File: config.mk
export PLATFORM = sky130hd
export DESIGN_NAME = ro_sweep_ctrl
export DESIGN_NICKNAME = d
export VERILOG_FILES = /design/src/rtl/ro_exp_pkg.sv /design/src/rtl/ro_cycle_timer.sv /design/src/rtl/ro_sweep_ctrl.sv
export SDC_FILE = /design/constraint.sdc
export NUM_CORES = 1
export LEC_CHECK = 0
export CAP_MARGIN = 15
export CORE_MARGIN = 1.5
export CORE_UTILIZATION = 63
export DETAILED_ROUTE_END_ITERATION = 10
export HOLD_SLACK_MARGIN = 0.02
export PLACE_DENSITY_LB_ADDON = 0.3
export SETUP_SLACK_MARGIN = 0.15
export SLEW_MARGIN = 15
export SYNTH_ARGS = -nofsm -noshare
export SYNTH_HDL_FRONTEND = slang
export SYNTH_SLANG_ARGS = --single-unit
File: constraint.sdc
create_clock -name clk -period 3.5 [get_ports clk]
set_input_delay 0.875 -clock clk [delete_from_list [all_inputs] [get_ports clk]]
set_output_delay 0.875 -clock clk [all_outputs]
set_load 0.05 [all_outputs]
File: src/rtl/ro_exp_pkg.sv
// Shared types and default timing for the ring-oscillator sweep experiment.
package ro_exp_pkg;

   typedef enum logic [1:0] {
      IDLE   = 2'b00,
      SETTLE = 2'b01,
      WINDOW = 2'b10,
      DONE   = 2'b11
   } ro_state_e;

   localparam int unsigned DEF_CNT_W         = 32;
   localparam int unsigned DEF_SETTLE_CYCLES = 32'd2000000000;
   localparam int unsigned DEF_WINDOW_CYCLES = 32'd500000;
   localparam int unsigned DEF_NUM_CH        = 4;

endpackage

File: src/rtl/ro_cycle_timer.sv
// Loadable terminal-count cycle counter. tc is high while cnt equals term;
// the counter saturates at term instead of wrapping.
module ro_cycle_timer #(
   parameter int CNT_W = 32
) (
   input  logic             clk,
   input  logic             rst,
   input  logic             clear,
   input  logic             en,
   input  logic             load,
   input  logic [CNT_W-1:0] load_val,
   input  logic [CNT_W-1:0] term,
   output logic             tc,
   output logic [CNT_W-1:0] cnt
);

   assign tc = (cnt == term);

   // Count register: clear wins over load, load wins over increment.
   always_ff @(posedge clk) begin
      if (rst || clear)  cnt <= '0;
      else if (load)     cnt <= load_val;
      else if (en && !tc) cnt <= cnt + CNT_W'(1);
   end

endmodule

File: src/rtl/ro_sweep_ctrl.sv
// Multi-channel RO measurement-window controller: per channel a settle
// period then a count window with counteren high. Sweeps NUM_CH channels.
// Optional: define RO_SWEEP_AUTO_REARM_EN to restart the sweep from DONE
// while roen stays high.
module ro_sweep_ctrl
   import ro_exp_pkg::*;
#(
   parameter int          CNT_W         = DEF_CNT_W,
   parameter int unsigned SETTLE_CYCLES = DEF_SETTLE_CYCLES,
   parameter int unsigned WINDOW_CYCLES = DEF_WINDOW_CYCLES,
   parameter int          NUM_CH        = DEF_NUM_CH,
   parameter int          CH_W          = (NUM_CH > 1) ? $clog2(NUM_CH) : 1
) (
   input  logic              clk,
   input  logic              rst,
   input  logic              roen,
   output logic              counteren,
   output logic [NUM_CH-1:0] ro_sel,
   output logic [CH_W-1:0]   ch_idx,
   output logic [1:0]        counter_ctrl_state,
   output logic              busy,
   output logic              done,
   output logic              aborted
);

   localparam logic [CNT_W-1:0] SET_TERM = CNT_W'(SETTLE_CYCLES - 1);
   localparam logic [CNT_W-1:0] WIN_TERM = CNT_W'(WINDOW_CYCLES - 1);
   localparam logic [CH_W-1:0]  LAST_CH  = CH_W'(NUM_CH - 1);

   ro_state_e        state_q, state_d;
   logic [CH_W-1:0]  ch_q, ch_d;
   logic             done_q, aborted_q;
   logic             in_busy, tc, tmr_clr;
   logic [CNT_W-1:0] term, cnt;

   assign in_busy = (state_q == SETTLE) || (state_q == WINDOW);
   assign term    = (state_q == WINDOW) ? WIN_TERM : SET_TERM;
   // Timer restarts on every state change and idles at zero outside busy.
   assign tmr_clr = (state_d != state_q) || !in_busy;

   ro_cycle_timer #(.CNT_W(CNT_W)) u_tmr (
      .clk      (clk),
      .rst      (rst),
      .clear    (tmr_clr),
      .en       (in_busy),
      .load     (1'b0),
      .load_val ('0),
      .term     (term),
      .tc       (tc),
      .cnt      (cnt)
   );

   // Next-state and channel stepping.
   always_comb begin
      state_d = state_q;
      ch_d    = ch_q;
      if (32'(ch_q) >= 32'(NUM_CH)) begin
         state_d = IDLE;
      end else begin
         case (state_q)
            IDLE:   if (roen) state_d = SETTLE;
            SETTLE: begin
               if (!roen)   state_d = IDLE;
               else if (tc) state_d = WINDOW;
            end
            WINDOW: begin
               if (!roen) state_d = IDLE;
               else if (tc) begin
                  if (ch_q == LAST_CH) state_d = DONE;
                  else begin
                     ch_d    = ch_q + CH_W'(1);
                     state_d = SETTLE;
                  end
               end
            end
            DONE: begin
               if (!roen) state_d = IDLE;
`ifdef RO_SWEEP_AUTO_REARM_EN
               else begin
                  state_d = SETTLE;
                  ch_d    = '0;
               end
`endif
            end
            default: state_d = IDLE;
         endcase
      end
      if (state_d == IDLE) ch_d = '0;
   end

   // State, channel and status-pulse registers.
   always_ff @(posedge clk) begin
      if (rst) begin
         state_q   <= IDLE;
         ch_q      <= '0;
         done_q    <= 1'b0;
         aborted_q <= 1'b0;
      end else begin
         state_q   <= state_d;
         ch_q      <= ch_d;
         done_q    <= (state_d == DONE) && (state_q != DONE);
         aborted_q <= in_busy && !roen;
      end
   end

   assign counteren          = (state_q == WINDOW);
   assign busy               = in_busy;
   assign ro_sel             = in_busy ? (NUM_CH'(1) << ch_q) : '0;
   assign ch_idx             = ch_q;
   assign counter_ctrl_state = state_q;
   assign done               = done_q;
   assign aborted            = aborted_q;

endmodule

**After elaboration in Yosys (flattened, before gate mapping)**

Cells that the tools add are included.

- Output and inout bits: 12
- Logic and storage cells: 40
- RAM bits: 0
- Memories: 0
- Register bits: 38
- Memory bits (read-only): 0
- Latch bits: 0

- Divide/modulo/power cells: 0
- Muxes and demuxes: 10
- Shifts and indexed selects: 1
- $mul: 0
- Eq/ne operators: 8
- Bitwise gates (word level): 1
- Reduce and logical (&&, ||, !) cells: 13
- Magnitude comparators: 0
- Add/sub/neg operators: 2

Operators with widths:

| operator | number |
|---|---|
| $add A32 B1 Y32 const B | 1 |
| $eq A32 B31 Y1 | 1 |
| $mux W31 | 1 |
| $mux W2 | 7 |
| $eq A2 B2 Y1 const B | 4 |
| $pmux W2 S4 | 1 |
| $logic_not A2 Y1 | 2 |
| $mux W4 | 1 |
| $reduce_and A4 Y1 | 1 |
| $shl A1 B2 Y4 const A | 1 |
| $logic_and A1 B1 Y1 | 3 |
| $logic_not A1 Y1 | 3 |
| $logic_or A1 B1 Y1 | 3 |
| $add A2 B1 Y2 const B | 1 |
| $eq A2 B1 Y1 const B | 1 |
| $ne A2 B2 Y1 | 1 |
| $ne A2 B2 Y1 const B | 1 |
| $reduce_or A2 Y1 | 1 |
| $not A1 Y1 | 1 |

**Depth between registers and ports, before layout**

- Depth in word-level cells: 9
- Depth in mapped cells: 11
- Gate-level depth less buffers: 8

**Modules after synthesis**

From an unflattened synthesis, not the netlist that was laid out.

- Cell total of the unflattened synthesis: 347
- Area total of the unflattened synthesis: 2860.2 um^2

Modules (own cells, without submodules):

| module | cells each | instances | area an instance (um^2) |
|---|---|---|---|
| ro_cycle_timer | 292 | 1 | 2383.5 |
| ro_sweep_ctrl | 55 | 1 | 476.7 |

**Worst setup path after synthesis**

No wires, ideal clock.

- Path type: reg2out
- From: register state_q[0], in the netlist counter_ctrl_state[0]
- To: output ro_sel[0]
- Arrival time: 2.292 ns
- Cell stages (with the launch flop): 5
- Path buffers: 1
- Setup slack: 0.333 ns
- Cells stage by stage: dfxtp_1 > inv_1 > ha_1 > clkbuf_1 > and2_1

- Longest elaborated chain between the ends: 3
- Elaborated cells on any way between the ends: 4
- Those cells by class: 2 x eq/ne; 1 x mux; 1 x reduce/logical

Ends and longest elaborated chain:

| what | line | source |
|---|---|---|
| start: declaration | ro_sweep_ctrl.sv:30 | `ro_state_e state_q, state_d;` |
| start signal: assignment | ro_sweep_ctrl.sv:99 | `state_q <= state_d;` |
| $eq A2 B1 Y1 or $eq A2 B2 Y1 (tied branches) | ro_sweep_ctrl.sv:36 | `assign in_busy = (state_q == SETTLE) \|\| (state_q == WINDOW);` |
| $logic_or A1 B1 Y1 (*) | ro_sweep_ctrl.sv:36 |  |
| named net busy | ro_sweep_ctrl.sv:21 | `output logic busy,` |
| $mux W4 (*) | ro_sweep_ctrl.sv:108 | `assign ro_sel = in_busy ? (NUM_CH'(1) << ch_q) : '0;` |
| end: declaration | ro_sweep_ctrl.sv:18 | `output logic [NUM_CH-1:0] ro_sel,` |

Mark *: on every way through the listed nets, which the timed path passes. The rest lies on a longest branch.

**Worst setup path in the final report**

- From: register state_q[1], in the netlist counter_ctrl_state[1]
- To: output ro_sel[1]

- Longest elaborated chain between the ends: 3
- Elaborated cells on any way between the ends: 4
- Those cells by class: 2 x eq/ne; 1 x mux; 1 x reduce/logical

Ends and longest elaborated chain:

| what | line |
|---|---|
| $eq A2 B1 Y1 or $eq A2 B2 Y1 (tied branches) | ro_sweep_ctrl.sv:36 |
| $logic_or A1 B1 Y1 (*) | ro_sweep_ctrl.sv:36 |
| $mux W4 (*) | ro_sweep_ctrl.sv:108 |

Mark *: on every way between the ends. The rest lies on a longest branch, timed or not.

==> flow_summary.toml <==
[run_status]
status = "finished clean"

[power]
clock_power_share = 0.322
power.internal_uw = 560
power_frac_seq = 0.576
sw_frac_of_total = 0.264
p_comb_frac = 0.102
p_leak_nw = 0.781
p_switching_uw = 201
pwr_density_cell_nw_per_um2 = 307
ir_worst_vdd_mv = 0.258
p_total_uw = 760

[worst_setup_path]
crit_fanout = 10
end_kind = "primary output"
cpMaxStageDelayCell = "clkdlybuf4s50_1"
critical_path_class = "reg2out"
crit_family = "buffers and inverters"
path_buf_inv = 2
cp-start-kind = "flip-flop"
slowest_delay_ps = 800
required_ps = 2620
worstPathArrival_ps = 2320
reg2reg_from = "counter_ctrl_state[0]$_SDFF_PP0_"
startpoint = "counter_ctrl_state[1]$_SDFF_PP0_"
crit_chain = "inv_1, ha_1, and2_1, clkdlybuf4s50_1"

[sta]
slew_viol_final = 0
finClkSkew_ps = 13.0
max_freq_mhz = 313
worst_slack_ps = 300
fin_tns_setup_ps = 0
rsz0062_at_grt = "false"
slew_headroom = 0.603
timing.final.crit_share = 0.914
post-route-min-period_ps = 3200
finalSetupViolCount = 0
hold_viol = 0
worst_pin_slew_ps = 595

[placed_design]
dp_slack_ps = 696
detailed_place_hpwl_um = 3320
placed_area_sq_um = 2410
gp_congestion = 0.829
portBuffers = 14

[detailed_routing]
ant_nets = 0
met1_length_um = 2270
wl_met2_um = 2130
wl_um = 4750
vias_per_cell = 5.93
drt-pass1-iter-count = 4
wl_met3_um = 303
route.detailed.drc = 0
topRoutingLayerUsed = "met4"
num_vias = 1920
drt_iter0_markers = 218
wl_per_cell_um = 14.7

[min_path]
min_from = "u_tmr.cnt[4]$_SDFFE_PP0P_"
timing.hold.worst.class = "reg2reg"

[yosys]
yosys_warnings = 0
postSynthCellCount = 265
ys_seq_area_frac = 0.339
synth_cell_types = 47
netlist_area_sq_um = 2250
async_flop_share = 0
ys_seq_elements = 38
synth_ff_type = "dfxtp_1"
synthesis.nets = 277
synth_edf_count = 0
syn_avg_cell_area_sq_um = 8.48

[grt]
grt_max_degree = 25
grt_use_total = 0.258
gr-total-overflow = 0
antenna_found_initial = 0
grt_pass1_vias = 1765
grt_pass1_wl_um = 8140

[floorplanning]
initial_core_util = 0.663
core_area_sq_um = 3390
die_w_um = 62.7
die_h_um = 62.7
die_area_sq_um = 3930
row_count = 21
ioPinCount = 15

[final_layout]
layout-drive-gt1-share = 0.0683
design_area_sq_um = 2480
fin_nets = 289
antenna_cells = 0
layout_common_cells = "nor2_1, dfxtp_1, xnor2_1"
layout_commonest_cell = "nor2_1"
fill_cells = 257
area_delta_synth_final_pct = 10.3
final_util = 0.731

[clocking]
root_buffer = "clkbuf_4"
cts.reportedPaths.clkPinSlew_ps = 120
cts_made_buffers = 5
clkLatencyLatePin_ps = 350
cts_tree = "done"
cts_max_level = 2
cts_buffer_depth = 2
cts_hold_buf = 0
clkSinkCount = 38

[run]
maxCapViolCount = 0
==> timing repair <==
item / CTS / global route
setup buffers: 0 / 0
setup endpoints to repair: 0 / 1
resized for setup: 0 / 1
==> sequential cells by signal, indices dropped and copies added (netlist names) <==
signal / flops
aborted: 1
u_tmr.cnt: 32
ch_idx: 2
counter_ctrl_state: 2
done: 1
==> stage by stage <==
| step | hold WS, ps | cells |
|---|---|---|
| 4_1_cts | 561 | 324 |
| 3_3_place_gp | 520 | 316 |
| 3_5_place_dp | 526 | 316 |
| 5_1_grt | 577 | 324 |
| 2_1_floorplan | 485 | 265 |
| 6_report | 561 | 324 |
==> synth_stat cells, drive strengths merged (4+ instances only) <==
cell / n / area share
nor4b: 6 / 0.023
nor3b: 7 / 0.026
nand3: 16 / 0.036
ha: 9 / 0.050
buf: 8 / 0.026
and4: 4 / 0.016
xnor2: 25 / 0.097
nor3: 10 / 0.022
dfxtp: 38 / 0.34
o21ai: 6 / 0.013
nor4bb: 4 / 0.018
nand2: 14 / 0.023
xor2: 7 / 0.027
nand4: 7 / 0.019
inv: 5 / 0.0084
nor4: 8 / 0.022
clkbuf: 5 / 0.0084
and2: 5 / 0.014
nor2: 44 / 0.074
and3: 9 / 0.025
==> cell type report <==
cell class	instances	area [sq um]	area share
multi-input cells	209	1390	0.561
flip-flops and latches	38	761	0.307
repair buffers	18	185	0.0748
well taps	46	57.6	0.0232
clock buffers	6	51.3	0.0207
inverters	5	18.8	0.00758
clock inverters	2	12.5	0.00505
==> path summary, 6_finish.rpt <==
path / to / slack, ps / depth (start not counted)
setup / recovery: ro_sel[1] / 300 / 4
setup reg to reg: u_tmr.cnt[1]$_SDFFE_PP0P_ / 660 / 10
hold / removal: u_tmr.cnt[4]$_SDFFE_PP0P_ / 560 / 2
hold reg to reg: u_tmr.cnt[4]$_SDFFE_PP0P_ / 560 / 2
==> power by group through the flow <==
stage | clock (mW) | sequential [mW] | combinational [mW]
global placement | 0 | 0.447 | 0.0763
detailed placement | 0 | 0.447 | 0.0774
global route | 0.270 | 0.438 | 0.0843
finish | 0.245 | 0.438 | 0.0779
CTS | 0.250 | 0.438 | 0.0774
floorplan | 0 | 0.453 | 0.0513
==> layer usage <==
layer / up-vias / global-route usage
li1: 964 / -
met1: 891 / 0.369
met2: 58 / 0.399
met3: 7 / 0.0486
met4: 0 / 0.0667
met5: - / 0
==> logic make-up after synthesis <==
| group | share of synthesized area |
|---|---|
| xor gates and xnor gates | 0.125 |
| DFF | 0.339 |
| muxes | 0.0139 |
| adders and majority gates | 0.0501 |
| buffers and inverters | 0.0423 |
| AOI/OAI and AO/OA | 0.0808 |
| and+or+nand+nor | 0.349 |
==> tightest hold or removal path, delay by kind of cell (launching register included) <==
| kind | cells | cell delay, ps |
|---|---|---|
| AND/OR/NAND/NOR | 1 | 70 |
| flip-flops | 1 | 380 |
| XOR/XNOR | 1 | 80 |
Power figures use the tool's default switching activity.
